--- src/rtl/character_registers.sv ---
// Position registers for Pacman (index 0) and four ghosts (indices 1-4), with a combinational lookup port for the display.
// Lookup is zero-latency. A move request accepted at edge E commits char i at edge E+1+i. move_done pulses after E+5.
// move_ready is high only in IDLE. Requests seen while busy are dropped, not queued.
module character_registers #(
  parameter int X_MAX = 99,
  parameter int Y_MAX = 114,
  parameter int STEP  = 1
) (
  input  logic        clk,
  input  logic        reset,
  input  logic [2:0]  char_sel,
  output logic [7:0]  char_x,
  output logic [7:0]  char_y,
  output logic        pac_orient,
  input  logic        move_valid,
  output logic        move_ready,
  input  logic [14:0] move_dir,
  output logic        move_done
);

  typedef enum logic [1:0] {S_IDLE, S_UPDATE, S_DONE} state_t;

  localparam logic [8:0] XMAX9 = 9'(X_MAX);
  localparam logic [8:0] YMAX9 = 9'(Y_MAX);
  localparam logic [8:0] STEP9 = 9'(STEP);

  localparam logic [2:0] DIR_UP    = 3'd1;
  localparam logic [2:0] DIR_DOWN  = 3'd2;
  localparam logic [2:0] DIR_LEFT  = 3'd3;
  localparam logic [2:0] DIR_RIGHT = 3'd4;

  localparam logic [7:0] RST_X [5] = '{8'd48, 8'd48, 8'd44, 8'd48, 8'd52};
  localparam logic [7:0] RST_Y [5] = '{8'd84, 8'd44, 8'd54, 8'd54, 8'd54};

  state_t      state_q, state_d;
  logic [2:0]  idx_q, idx_d;
  logic [14:0] dir_q, dir_d;
  logic [7:0]  x_q [5];
  logic [7:0]  x_d [5];
  logic [7:0]  y_q [5];
  logic [7:0]  y_d [5];
  logic        orient_q, orient_d;

  logic [2:0]  cur_dir;
  logic [8:0]  cur_x, cur_y;
  logic [7:0]  new_x, new_y;

  // Select the character being committed this cycle and its latched direction.
  always_comb begin
    cur_x   = '0;
    cur_y   = '0;
    cur_dir = 3'd0;
    if (idx_q < 3'd5) begin
      cur_x = {1'b0, x_q[idx_q]};
      cur_y = {1'b0, y_q[idx_q]};
    end
    case (idx_q)
      3'd0:    cur_dir = dir_q[2:0];
      3'd1:    cur_dir = dir_q[5:3];
      3'd2:    cur_dir = dir_q[8:6];
      3'd3:    cur_dir = dir_q[11:9];
      3'd4:    cur_dir = dir_q[14:12];
      default: cur_dir = 3'd0;
    endcase
  end

  // One step of movement. y clamps to [0, Y_MAX]. x wraps through the tunnel.
  always_comb begin
    new_x = cur_x[7:0];
    new_y = cur_y[7:0];
    case (cur_dir)
      DIR_UP:    new_y = (cur_y < STEP9) ? 8'd0 : 8'(cur_y - STEP9);
      DIR_DOWN:  new_y = (cur_y + STEP9 > YMAX9) ? YMAX9[7:0] : 8'(cur_y + STEP9);
      DIR_LEFT:  new_x = (cur_x < STEP9) ? 8'(cur_x + XMAX9 + 9'd1 - STEP9)
                                         : 8'(cur_x - STEP9);
      DIR_RIGHT: new_x = (cur_x + STEP9 > XMAX9) ? 8'(cur_x + STEP9 - (XMAX9 + 9'd1))
                                                 : 8'(cur_x + STEP9);
      default:   ;
    endcase
  end

  // Handshake FSM: latch the request, commit one character per cycle, then pulse done.
  always_comb begin
    state_d    = state_q;
    idx_d      = idx_q;
    dir_d      = dir_q;
    x_d        = x_q;
    y_d        = y_q;
    orient_d   = orient_q;
    move_ready = 1'b0;
    move_done  = 1'b0;
    case (state_q)
      S_IDLE: begin
        move_ready = 1'b1;
        if (move_valid) begin
          dir_d   = move_dir;
          idx_d   = 3'd0;
          state_d = S_UPDATE;
        end
      end
      S_UPDATE: begin
        if (idx_q < 3'd5) begin
          x_d[idx_q] = new_x;
          y_d[idx_q] = new_y;
        end
        // Only Pacman's horizontal moves change facing.
        if (idx_q == 3'd0) begin
          if (cur_dir == DIR_LEFT)  orient_d = 1'b0;
          if (cur_dir == DIR_RIGHT) orient_d = 1'b1;
        end
        if (idx_q == 3'd4) state_d = S_DONE;
        else               idx_d   = idx_q + 3'd1;
      end
      S_DONE: begin
        move_done = 1'b1;
        state_d   = S_IDLE;
      end
      default: state_d = S_IDLE;
    endcase
  end

  // State registers. Reset wins over any concurrent request and discards partial updates.
  always_ff @(posedge clk) begin
    if (reset) begin
      state_q  <= S_IDLE;
      idx_q    <= 3'd0;
      dir_q    <= '0;
      x_q      <= RST_X;
      y_q      <= RST_Y;
      orient_q <= 1'b0;
    end else begin
      state_q  <= state_d;
      idx_q    <= idx_d;
      dir_q    <= dir_d;
      x_q      <= x_d;
      y_q      <= y_d;
      orient_q <= orient_d;
    end
  end

  // Display lookup. Unused indices read as origin.
  always_comb begin
    char_x = '0;
    char_y = '0;
    if (char_sel < 3'd5) begin
      char_x = x_q[char_sel];
      char_y = y_q[char_sel];
    end
  end

  assign pac_orient = orient_q;

endmodule

--- config.mk ---
export PLATFORM = sky130hd
export DESIGN_NAME = character_registers
export DESIGN_NICKNAME = d
export VERILOG_FILES = /design/src/rtl/character_registers.sv
export SDC_FILE = /design/constraint.sdc
export NUM_CORES = 1
export LEC_CHECK = 0
export BUFFER_PORTS_ARGS = -buffer_cell sky130_fd_sc_hd__buf_2
export CAP_MARGIN = 15
export CELL_PAD_IN_SITES_DETAIL_PLACEMENT = 1
export CELL_PAD_IN_SITES_GLOBAL_PLACEMENT = 1
export CORE_UTILIZATION = 45
export CTS_BUF_LIST = sky130_fd_sc_hd__clkbuf_2
export DETAILED_ROUTE_END_ITERATION = 16
export GPL_TIMING_DRIVEN = 0
export PLACE_DENSITY_LB_ADDON = 0.1
export SETUP_SLACK_MARGIN = 0.05
export SLEW_MARGIN = 0
export SYNTH_ARGS = -nofsm -noshare
export SYNTH_HDL_FRONTEND = slang
export SYNTH_SLANG_ARGS = --single-unit
--- constraint.sdc ---
create_clock -name clk -period 12.21 [get_ports clk]
set_input_delay 0.6105 -clock clk [delete_from_list [all_inputs] [get_ports clk]]
set_output_delay 0.6105 -clock clk [all_outputs]
set_load 0.005 [all_outputs]
==> run summary <==
The logs give 6450 um^2 for the area of the mapped netlist and 46.3% for the starting density of the core. The congestion estimate from routability-driven global placement came to 0.939. The commonest cells after synthesis are nor2_1, dfxtp_1, nand2_1.

The synthesized design spends more area on one cell type than any other, namely dfxtp_1. The core region is 13,900 um^2. The depth of the worst hold-timing path works out to 3. The run finished with clean final reports. Most repeated cell in the gate-level netlist after synthesis: nor2_1.

In this run the power spent charging and discharging nets is 0.266 mW. The worst register-to-register path has a depth of 21. The path with the worst hold slack has its endpoint at dir_q[10].

Final non-filler cell area: 6970 um^2. The buffer type at the clock tree root was clkbuf_2. Worst flop-to-flop path endpoint: x_q[27]. The worst hold path belongs to the class input pin to register.

The number of buffers inserted during clock tree synthesis was 9; the maximum net fanout on the critical path was 10. Once layout is complete, the utilization of the core stands at 50.0%. The tool flagged a number of max-cap violations equal to 0. The startpoint of the worst-slack reg-to-reg timing path is idx_q[0].

The post-detailed-route wirelength per cell was 23.4 um. The area share of the largest cell type after synthesis is 31.3%, and the reg-to-reg setup timing slack is 6.89 ns. By area the synthesized netlist is led by dfxtp_1, mux2i_1, nor2_1. The transition time at the pin with the least slew margin is 1.08 ns, and the number of synthesized flops with an enable pin is 0. Summed over all layers, the routed wires come to 24,400 um. TritonCTS built the clock tree. In this run the horizontal extent of the chip is 122 um. The clock transition at the registers of the reported paths was 0.30 ns; the hold slack was 0.156 ns. When the netlist entered floorplanning its net count stood at 840. The first-pass GRT wire length was 37,500 um; the iteration-0 DRC count of the detailed router was 575.

Dividing total power by cell area gives a power density of 101 nW/um^2. Compared with the post-synthesis result, the final layout area differs by 8.01%. For the number of fill cells, the log shows 1,782. The synthesized flop and latch total is 101.

Counting every instance in the synthesized netlist gives 806. In the global route stage, overall resource usage came out at 33.9%. The worst setup path is captured at a register. The number of routed nets with antenna violations was 0; the HPWL after detailed placement was 18,200 um. The number of warning messages in the yosys log is 0, and the register cell area after layout is 2020 um^2. Adding up every negative setup slack in the final design gives 0 ns. The H-tree was split into 3 levels. At the placement stage, the worst setup path has a slack of 6.97 ns.

Setup repair after global routing left no endpoint under its margin. Entering global routing, the biggest net connects 16 pins. Of the cells placed in the final design, the portion with a size suffix greater than 1 is 12.6%. Share of the yosys chip area belonging to registers: 31.3%. Once placement completed, the tool counted placed cells totaling 1,025.

Clock skew on the completed layout was measured at 0.0406 ns. The share of flip-flops with an asynchronous set or reset came out at 0%. The net switching fraction of the power is 37.9%, and the area of the die is 14,800 um^2.

The standard-cell row count was 43; the number of top-level pins was 40. For the worst setup path, the data required time is 12.77 ns. Height of the die: 122 um.

The beginning of the worst hold path was move_dir[10]. Cell internal power was estimated by the tool at 0.436 mW. The post-route fraction of the period consumed by the critical path is 43.6%.

The maximum frequency from static timing analysis was 188 MHz. The post-detailed-placement cell area is 6890 um^2, and the final number of setup-violating endpoints is 0. The share of total power dissipated in the clock network is 21.3%. In this run the post-CTS setup repair buffer count came out at 0. For the area used by multi-input combinational logic, the log shows 4080 um^2. A synthesized cell averages 8.00 um^2. No sink is reached through more buffers than the 2 on the longest clock path.

In the routed design, unresolved DRC markers number 0. The total iterations of the first detailed-routing run is 5. The tools report the maximum vdd drop as 0.0505 mV.

Once the clock tree was built, the resizer swapped 0 gates to a different size. Summed over all cells, the static leakage comes to 2.55 nW. The design draws 0.702 mW.

For the final count of pins violating max slew, the log shows 0. Initial antenna violation count: 1. The run gives 0 as the total congestion overflow after global routing. In this run, the combinational gates consume 29.0% of the power.

Most common flop cell mapped by yosys: dfxtp_1. The final hold violation count is 0. Input and output buffers added on the ports amount to 36. Across all layers, the routed design uses 6,651 vias. The run gives 6.89 ns as the worst setup slack after layout.

The worst setup path is launched from a register. Hold repair after CTS inserted 0 buffers. The clock period minus final worst setup slack is 5.32 ns, and the sequential fraction of design power is 49.7%. The relative slew slack was 27.8%; the clock sink count was 101. Data on the critical path arrives at its endpoint at 5.88 ns.

For this run, the post-layout net count is 890. Final cell count without fillers: 1,040. In the routed layout, each cell is associated on average with a via count of 6.40. The worst setup path is of the register to register kind. The run gives 0.68 ns as the insertion delay of the later-clocked pin in the worst-skew pair. The count of distinct cell types in the synthesized netlist was 84; the number of global-route vias before repair was 6,806.
power by group through the flow:
stage | logic, mW | clock network [mW] | registers (mW)
after CTS | 0.200 | 0.146 | 0.348
after floorplan | 0.139 | 0 | 0.352
after global routing | 0.219 | 0.159 | 0.350
final | 0.203 | 0.149 | 0.349
after detailed placement | 0.199 | 0 | 0.354
after global placement | 0.193 | 0 | 0.354
worst max-delay path by stage:
stage / end / startpoint / slack [ns]
global placement: x_q[20] / idx_q[0] / 7.19
finish: x_q[27] / idx_q[0] / 6.89
global route: x_q[27] / idx_q[0] / 6.64
CTS: x_q[6] / idx_q[0] / 6.94
detailed placement: x_q[27] / idx_q[0] / 6.97
floorplan: x_q[20] / idx_q[0] / 7.86
cells in the final DEF, fill, tap and decap left out, types with 23 or more instances in the layout:
| master | count |
|---|---|
| nor2_1 | 109 |
| a21oi_1 | 74 |
| o21ai_0 | 24 |
| buf_2 | 38 |
| mux2i_1 | 59 |
| clkbuf_1 | 46 |
| nand2_1 | 77 |
| a211oi_1 | 23 |
| nor3_1 | 34 |
| dfxtp_1 | 101 |
layout make-up:
cell class	instances	share of cell area (%)
multi-input combinational	632	58.5
sequential	101	29.0
buffer	60	4.47
tap	180	3.23
timing repair buffer	39	2.91
clock buffer	10	0.718
inverter	13	0.700
clock inverter	4	0.377
antenna	1	0.0359
metal layers:
| metal | part of all wire, % | GRT usage, % | routed length [um] | vias to the layer above |
|---|---|---|---|---|
| li1 | - | - | - | 3029 |
| met3 | 5.8 | 6.84 | 1410 | 64 |
| met1 | 44 | 41.8 | 10600 | 3310 |
| met4 | 4.1 | 18.0 | 988 | 0 |
| met5 | 0 | 0 | 0 | - |
| met2 | 47 | 55.5 | 11400 | 248 |
logic make-up after synthesis:
family                     Yosys count  synth area share [%]
AOI/OAI and AO/OA                  234                  25.1
xor gates and xnor gates            12                  1.75
and+or+nand+nor                    303                  22.3
DFF                                101                  31.3
buffers and inverters               73                  5.59
muxes                               70                  11.4
adders and majority gates           13                  2.52
state kept, by name, indices dropped and copies added (netlist names):
signal	flops
x_q	40
pac_orient	1
dir_q	15
state_q	2
y_q	40
idx_q	3
worst max-delay path, cell delays in order, from the launching register on:
cell and delay [ns]:
dfxtp_1 0.48, buf_6 0.18, buf_12 0.16, buf_12 0.17, mux2i_1 0.22, o22ai_1 0.10, a21oi_1 0.21, buf_2 0.26
inv_1 0.11, ha_1 0.27, and3_1 0.22, nor3_1 0.44, nand2_1 0.15, ha_1 0.21, and2_0 0.18, o31a_1 0.25
a31oi_2 0.20, a41oi_4 0.23, nand2_1 0.22, o41ai_1 0.09, nor3_1 0.70, a211oi_1 0.18
Note: power is estimated with default switching activity, not from simulation.
